$ cat src/rtl/serial_alu_pkg.sv
// Shared types and constants for the bit-serial add/compare sequencer.
// Holds the controller state encoding and the bit-counter sizing helper.
package serial_alu_pkg;

    typedef enum logic [1:0] {
        IDLE = 2'd0,
        RUN  = 2'd1,
        DONE = 2'd2
    } state_t;

    localparam int DEFAULT_WIDTH = 3;

    // One extra count value so the counter can represent WIDTH itself.
    function automatic int cnt_width(input int width);
        return $clog2(width + 1);
    endfunction

endpackage

$ cat src/rtl/bit_slice_fa.sv
// Single full-adder bit slice, time-shared by the serial controller.
// Purely combinational.
module bit_slice_fa (
    input  logic a,
    input  logic b,
    input  logic cin,
    output logic sum,
    output logic cout
);

    assign sum  = a ^ b ^ cin;
    assign cout = (a & b) | (cin & (a ^ b));

endmodule

$ cat src/rtl/serial_add_cmp_ctrl.sv
// Bit-serial (LSB first) adder and magnitude comparator built around one
// full-adder slice, with valid/ready handshakes on operand and result sides.
module serial_add_cmp_ctrl
    import serial_alu_pkg::*;
#(
    parameter int WIDTH = DEFAULT_WIDTH
) (
    input  logic             clk,
    input  logic             rst_n,
    input  logic             in_valid,
    output logic             in_ready,
    input  logic [WIDTH-1:0] in_a,
    input  logic [WIDTH-1:0] in_b,
    output logic             out_valid,
    input  logic             out_ready,
    output logic [WIDTH-1:0] out_sum,
    output logic             out_cout,
    output logic             out_lt,
    output logic             out_eq,
    output logic             out_gt
);

    localparam int CW = cnt_width(WIDTH);

    state_t           r_state;
    state_t           w_state_next;
    logic [WIDTH-1:0] r_a;
    logic [WIDTH-1:0] r_b;
    logic [CW-1:0]    r_idx;
    logic             r_carry;
    logic             r_lt;
    logic             r_gt;
    logic [WIDTH-1:0] r_sum_work;
    logic [WIDTH-1:0] r_sum;
    logic             r_cout;
    logic             r_lt_o;
    logic             r_eq_o;
    logic             r_gt_o;

    logic [WIDTH-1:0] w_a_shift;
    logic [WIDTH-1:0] w_b_shift;
    logic             w_a_bit;
    logic             w_b_bit;
    logic             w_sum;
    logic             w_cout;
    logic             w_last;
    logic             w_lt_next;
    logic             w_gt_next;
    logic [WIDTH-1:0] w_sum_work_next;

    // Shift-based bit pick keeps the select legal for any counter width.
    assign w_a_shift = r_a >> r_idx;
    assign w_b_shift = r_b >> r_idx;
    assign w_a_bit   = w_a_shift[0];
    assign w_b_bit   = w_b_shift[0];
    assign w_last    = (r_idx == CW'(WIDTH - 1));

    bit_slice_fa u_slice (
        .a    (w_a_bit),
        .b    (w_b_bit),
        .cin  (r_carry),
        .sum  (w_sum),
        .cout (w_cout)
    );

    // A differing bit decides the relation; higher bits arrive later and win.
    assign w_lt_next       = (w_a_bit != w_b_bit) ? ~w_a_bit : r_lt;
    assign w_gt_next       = (w_a_bit != w_b_bit) ?  w_a_bit : r_gt;
    assign w_sum_work_next = r_sum_work | (WIDTH'(w_sum) << r_idx);

    always_ff @(posedge clk or negedge rst_n) begin
        if (!rst_n) begin
            r_state <= IDLE;
        end else begin
            r_state <= w_state_next;
        end
    end

    always_comb begin
        w_state_next = r_state;
        case (r_state)
            IDLE:    if (in_valid)  w_state_next = RUN;
            RUN:     if (w_last)    w_state_next = DONE;
            DONE:    if (out_ready) w_state_next = IDLE;
            default: w_state_next = IDLE;
        endcase
    end

    always_ff @(posedge clk or negedge rst_n) begin
        if (!rst_n) begin
            r_a        <= '0;
            r_b        <= '0;
            r_idx      <= '0;
            r_carry    <= 1'b0;
            r_lt       <= 1'b0;
            r_gt       <= 1'b0;
            r_sum_work <= '0;
            r_sum      <= '0;
            r_cout     <= 1'b0;
            r_lt_o     <= 1'b0;
            r_eq_o     <= 1'b0;
            r_gt_o     <= 1'b0;
        end else begin
            case (r_state)
                IDLE: begin
                    if (in_valid) begin
                        r_a        <= in_a;
                        r_b        <= in_b;
                        r_idx      <= '0;
                        r_carry    <= 1'b0;
                        r_lt       <= 1'b0;
                        r_gt       <= 1'b0;
                        r_sum_work <= '0;
                    end
                end
                RUN: begin
                    r_sum_work <= w_sum_work_next;
                    r_carry    <= w_cout;
                    r_lt       <= w_lt_next;
                    r_gt       <= w_gt_next;
                    if (w_last) begin
                        r_sum  <= w_sum_work_next;
                        r_cout <= w_cout;
                        r_lt_o <= w_lt_next;
                        r_gt_o <= w_gt_next;
                        r_eq_o <= ~(w_lt_next | w_gt_next);
                    end else begin
                        r_idx <= r_idx + CW'(1);
                    end
                end
                default: ;
            endcase
        end
    end

    assign in_ready  = (r_state == IDLE);
    assign out_valid = (r_state == DONE);
    assign out_sum   = r_sum;
    assign out_cout  = r_cout;
    assign out_lt    = r_lt_o;
    assign out_eq    = r_eq_o;
    assign out_gt    = r_gt_o;

endmodule
$ cat config.mk
export PLATFORM = sky130hd
export DESIGN_NAME = serial_add_cmp_ctrl
export DESIGN_NICKNAME = d
export VERILOG_FILES = /design/src/rtl/serial_alu_pkg.sv /design/src/rtl/bit_slice_fa.sv /design/src/rtl/serial_add_cmp_ctrl.sv
export SDC_FILE = /design/constraint.sdc
export NUM_CORES = 1
export LEC_CHECK = 0
export BUFFER_PORTS_ARGS = -buffer_cell sky130_fd_sc_hd__buf_2
export CAP_MARGIN = 20
export CORE_AREA = 3 3 41 80
export DETAILED_ROUTE_END_ITERATION = 7
export DIE_AREA = 0 0 44 83
export PLACE_DENSITY = 0.64
export SLEW_MARGIN = 30
export SYNTH_ARGS = -nofsm -noshare
export SYNTH_HDL_FRONTEND = slang
export SYNTH_SLANG_ARGS = --single-unit
$ cat constraint.sdc
create_clock -name clk -period 4.45 [get_ports clk]
set_input_delay 0.2225 -clock clk [delete_from_list [all_inputs] [get_ports clk]]
set_output_delay 0.2225 -clock clk [all_outputs]
set_load 0.01 [all_outputs]
# Word-level counts from Yosys, hierarchy flattened
# Cells that the tools add are included.
[totals]
regBits = 23
out_inout_bits = 9
elab_cells = 56
[op_classes]
addsub = 1
n_eq_ne = 8
shifts = 3
muxes = 15
bitwise = 9
reduce_logical = 7
[op_table]
columns = ["operator", "count"]
rows = [
  ["$mux W2", 5],
  ["$ne A2 B2 Y1 const B", 3],
  ["$pmux W1 S2", 3],
  ["$pmux W2 S3", 1],
  ["$pmux W3 S2", 1],
  ["$reduce_and A2 Y1", 3],
  ["$reduce_and A3 Y1", 2],
  ["$shr A3 B2 Y1", 2],
  ["$eq A2 B2 Y1 const B", 2],
  ["$pmux W2 S2", 1],
  ["$mux W1", 3],
  ["$mux W3", 1],
  ["$or A3 B3 Y3", 1],
  ["$shl A1 B2 Y3", 1],
  ["$add A2 B1 Y2 const B", 1],
  ["$and A1 B1 Y1", 2],
  ["$eq A2 B1 Y1 const B", 1],
  ["$logic_not A2 Y1", 1],
  ["$ne A2 B1 Y1 const B", 1],
  ["$not A1 Y1", 2],
  ["$or A1 B1 Y1", 2],
  ["$reduce_bool A2 Y1", 1],
  ["$xor A1 B1 Y1", 2],
  ["$ne A1 B1 Y1", 1],
]

# Logic depth before layout (Yosys ltp)
[logic_depth]
ltp_word = 6
mapped_depth = 7
depth_no_buf = 7

# Modules after synthesis
# From an unflattened synthesis, not the netlist that was laid out.
[unflattened]
cells_unflattened = 86
area_unflattened_um2 = 1016.0
[modules_own_cells]
columns = ["mod", "n_inst", "cells_each", "area_per_inst_um2", "seq_area_each_um2"]
rows = [
  ["serial_add_cmp_ctrl", 1, 85, 996.0, 575.6],
  ["bit_slice_fa", 1, 1, 20.0, 0.0],
]

# Worst setup path before layout
# OpenSTA, ideal clock, no wires.
[synth_path]
kind = "register to register"
from = "reg r_idx[1]"
to = "reg r_sum[0], in the netlist out_sum[0]"
setup_time_ns = 0.123
arrival_ns = 1.639
required_time_ns = 4.327
setup_slack_ns = 2.687
stages_incl_launch_ff = 8
n_path_buf = 0
synth_period_minus_slack_ns = 1.763
path_cell_list = "dfrtp_1 mux2i_1 o21ai_4 inv_2 fa_1 inv_1 a31oi_1 o21ai_1"
[synth_via]
elab_chain_cells = 5
elab_cells_between_ends = 8
cone_classes = "1 x eq/ne; 3 x shift; 3 x bitwise; 1 x reduce/logical"
[synth_rtl]
columns = ["element", "line_no", "source"]
rows = [
  ["from (decl)", "serial_add_cmp_ctrl.sv:29", "logic [CW-1:0] r_idx;"],
  ["from (signal assigned)", "serial_add_cmp_ctrl.sv:128", "r_idx <= r_idx + CW'(1);"],
  ["$shr A3 B2 Y1, on equally long branches", "serial_add_cmp_ctrl.sv:52, serial_add_cmp_ctrl.sv:53", ""],
  ["$xor A1 B1 Y1 (2 in a row)", "bit_slice_fa.sv:11", "assign sum = a ^ b ^ cin;"],
  ["$shl A1 B2 Y3", "serial_add_cmp_ctrl.sv:69", "assign w_sum_work_next = r_sum_work | (WIDTH'(w_sum) << r_idx);"],
  ["$or A3 B3 Y3", "serial_add_cmp_ctrl.sv:69", ""],
  ["to (signal assigned)", "serial_add_cmp_ctrl.sv:122", "r_sum <= w_sum_work_next;"],
  ["to (decl)", "serial_add_cmp_ctrl.sv:34", "logic [WIDTH-1:0] r_sum;"],
]
# Several ways; a longest one is shown, not always the timed one.
# A chain may end at the register's enable or synchronous reset.

# Worst setup path after layout
[layout_path]
from = "reg r_idx[0]"
to = "reg r_sum[2], in the netlist out_sum[2]"
# The elaborated chain is that of the path after synthesis.

==> summary.md <==
The tools report the final-report setup violation count as 0. For this run, the top clock speed supported by timing is 505.4 MHz. The run gives 31 as the number of distinct library cells after synthesis.

After floorplanning, the core was divided into 27 placement rows. Subtracting the final worst setup slack from the clock period gives 1978 ps. In this run the power spent charging and discharging nets is 0.4333 mW.

For the CTS H-tree depth, the log shows 1. The worst setup path is captured at a flip-flop. The die outline width was 44 um. The routed layout has 801 vias. Type of the setup path with the least slack: flip-flop to flip-flop.

The global-route wire length before repair is 3.684 mm, and the total standard cell area after synthesis is 1086 um^2. For the number of max-slew violations in the final report, the log shows 0. For the worst setup path, the data required time is 4580 ps. The number of cells in the design after placement was 150; the number of top-level pins was 19. The total of warnings raised by yosys is 0.

STA classifies the critical path startpoint as a flip-flop. The run gives 37.5% as the part of the total power dissipated in sequential elements. The tools report the area used by sequential logic in the layout as 575.6 um^2. Fill cells in the final layout number 276.

Once detail routing completed, the nets flagged for antenna violations numbered 0. The tools report the wire length after detailed routing as 2.169 mm. The logs give 0 ps for the final-layout setup total negative slack and 0.5769 mW for the internal portion of total power. Sequential cells were found to cover 53.00% of the synthesized design area. The flow ran to the end, and the final reports show no timing, DRC or antenna violations. The cell count after synthesis came out at 106. At the end of routability-driven placement, the weighted congestion stood at 0.7378.

The area share of fa/ha/maj cells after synthesis was 4.147%; the final standard cell count with taps included and fillers excluded was 155. Summing the areas of all xor and xnor instances in the mapped netlist gives 0% of the synthesized area. The die is 83 um tall. The overall die area was 3652 um^2; the final-stage net count was 140. From synthesis to final layout, the design area changed by 14.52%. The ratio of total power to cell area was 812.3 nW/um^2; the share of cell area taken by muxes after synthesis was 2.765%. In the layout the commonest cells are sky130_fd_sc_hd__nand2_1, sky130_fd_sc_hd__dfrtp_1, sky130_fd_sc_hd__buf_2. The run gives 0 as the number of endpoints with negative hold slack in the final report. The worst supply voltage drop on vdd came out at 399.3 uV. The port buffer count was 18. Tracing the worst setup path back leads to its startpoint at r_idx[0].

The run gives 260 ps as the insertion delay to the later sink of the worst-skew pair. The starting DRC count in detailed routing came out at 7. In this run the worst hold path is classified as input port to flip-flop. The run gives 2 as the number of buffers between clock root and the deepest sink. Most used routing layer in global routing: met2. The remaining design rule violation count came out at 0. Setup repair after global routing left no endpoint under its margin.

The first TritonRoute pass finished after 4 iterations. Across every metal layer, demand over resource in global routing totals 13.72%. Dividing the detail-routed wire length by the instance count gives 13.99 um.

The clock-pin transition on the worst setup and hold timing paths is 80 ps, and the worst endpoint data arrival time is 2110 ps. Counting every net in the synthesized netlist gives 119. In the global route stage, met1 resource usage came out at 14.76%. The clock root buffer is sky130_fd_sc_hd__clkbuf_8.

Combinational logic burns 50.1% of the power. The tool flagged a number of max-cap violations equal to 0. The startpoint identified for the worst register-to-register timing path is r_idx[0].

The switching part of the total was 42.89%. After synthesis, the largest family of logic cells by area is simple AND/OR/NAND/NOR gates. The largest fanout of any net on the critical path was 7; the part of the total power dissipated in the clock network was 12.4%. In this run, synthesis produced a sequential element count of 23. For this run, global-route usage on met2 was measured as 23.27%.

In the final layout, the share of cells above drive strength 1 is 24.60%. The logs give 39.21% for the effective utilization at floorplan and 23 for the number of sinks on the clock net. The overall power of the completed layout came out at 1.010 mW. Counting the buffers created by CTS gives 3. The post-synthesis compound-gate area fraction is 17.74%, and the area occupied by multi-input gates is 460.4 um^2.

The transition time at the pin with the least slew margin was 673.0 ps; the floorplan core area was 2770 um^2. Between clock sinks in the finished design, the worst skew comes to 2.687 ps. The share of the clock period used by the worst path was 44.46%. The critical hold path startpoint is out_ready. Initial antenna violation count: 0. TritonCTS built the clock tree. After Yosys synthesis, and, or, nand and nor cells account for 17.74% of the synthesized area. After legalization and detailed placement, the total HPWL measured 1.670 mm. After detailed routing, the number of vias per cell comes to 5.168.

The library cell used most frequently in the layout, excluding fill and tap cells, is sky130_fd_sc_hd__nand2_1. Each instance of the synthesized netlist takes up on average 10.25 um^2. The total overflow left after global routing is 0.

The run gives 0.6216 nW as the standby leakage power. The run gives 121.2 ps as the worst hold slack across all endpoints. Headroom to the max-slew limit came out at 55.04%. The number of global-route vias before repair is 829.

The repair_antennas step left the layout with diodes totalling 0. For the met3 track utilization from global routing, the log shows 2.603%. Entering global routing, the biggest net connects 24 pins.

In this run, post-CTS repair resized a total of 0 instances.
synthesized netlist by cell type (all sizes together):
library cell  instances  share of area, %
nand3b                2               1.4
a21oi                 9               5.2
nor3b                 1               1.2
nand2b                2               1.2
or3b                  1               1.0
inv                   7               2.4
a22o                  1              0.81
nor2                  7               2.4
buf                   3               2.2
nand2                24               8.3
a21o                  1              0.69
ha                    2               2.3
o211ai                1              0.69
mux2i                 3               2.8
or2b                  1              0.69
dfrtp                23                53
a31oi                 2               1.2
o22ai                 1              0.58
nand3                 1              0.46
o21ai                 8               5.1
a32o                  1              0.92
nor2b                 2               1.2
o41ai                 1              0.81
a2bb2o                1               1.8
fa                    1               1.8
what timing repair did:
action                                 4_1_cts  5_1_grt
setup buffers                                0        0
hold buffers                                 1        0
endpoints found under the hold margin       23        0
worst paths after layout:
check | to | slack (ps) | depth (start not counted)
setup / recovery | out_sum[2] | 2470 | 6
hold / removal | r_state[1] | 120 | 2
setup reg to reg | out_sum[2] | 2470 | 6
hold reg to reg | out_eq | 480 | 2
max in group asynchronous | out_eq | 3620 | 2
min in group asynchronous | r_sum_work[0] | 470 | 2
registers in the layout, summed over array words and instances (netlist names):
| register | cells |
|---|---|
| r_b | 3 |
| out_sum | 3 |
| r_sum_work | 3 |
| r_a | 3 |
| r_carry | 1 |
| out_gt | 1 |
| r_gt | 1 |
| out_eq | 1 |
| r_idx | 2 |
| out_lt | 1 |
| r_state | 2 |
| r_lt | 1 |
| out_cout | 1 |
cell type report:
type                       instances  area share (%)
clock buffer                       4           3.622
inverter                           7           2.113
multi-input combinational         73           37.02
sequential                        23           46.28
tap                               29           2.918
timing repair buffer              19           8.048
critical path: stages (launching register included):
cell and delay [ps]:
sky130_fd_sc_hd__dfrtp_1 540, sky130_fd_sc_hd__nor2b_1 320, sky130_fd_sc_hd__a21oi_1 150, sky130_fd_sc_hd__fa_1 490
sky130_fd_sc_hd__inv_1 60, sky130_fd_sc_hd__a31oi_1 210, sky130_fd_sc_hd__o21ai_1 80
cell families after synthesis:
| family | count (synthesis) |
|---|---|
| AND/OR/NAND/NOR | 41 |
| AO/OA/AOI/OAI | 26 |
| buffers and inverters | 10 |
| adder cells (fa/ha/maj) | 3 |
| flip-flops | 23 |
| multiplexers | 3 |
power by group through the flow:
stage	Clock, mW	Combinational, mW	Sequential (mW)
3_5_place_dp	0	0.511	0.383
5_1_grt	0.140	0.575	0.391
6_report	0.126	0.506	0.379
2_1_floorplan	0	0.396	0.374
3_3_place_gp	0	0.490	0.378
4_1_cts	0.131	0.514	0.380
metrics by stage:
| stage | instance area, um^2 | utilization [%] | setup WS (ps) |
|---|---|---|---|
| 6_report | 1244 | 44.90 | 2472 |
| 5_1_grt | 1244 | 44.90 | 2370 |
| 4_1_cts | 1244 | 44.90 | 2466 |
| 3_5_place_dp | 1189 | 42.91 | 2480 |
| 3_3_place_gp | 1189 | 42.91 | 2545 |
| 2_1_floorplan | 1086 | - | 2687 |
metal layers:
metal / share of wire [%] / up-vias
li1: - / 397
met1: 39 / 383
met2: 55 / 16
met3: 3.1 / 5
met4: 2.8 / 0
met5: 0 / -
No activity file was read; power rests on OpenSTA's default activity.
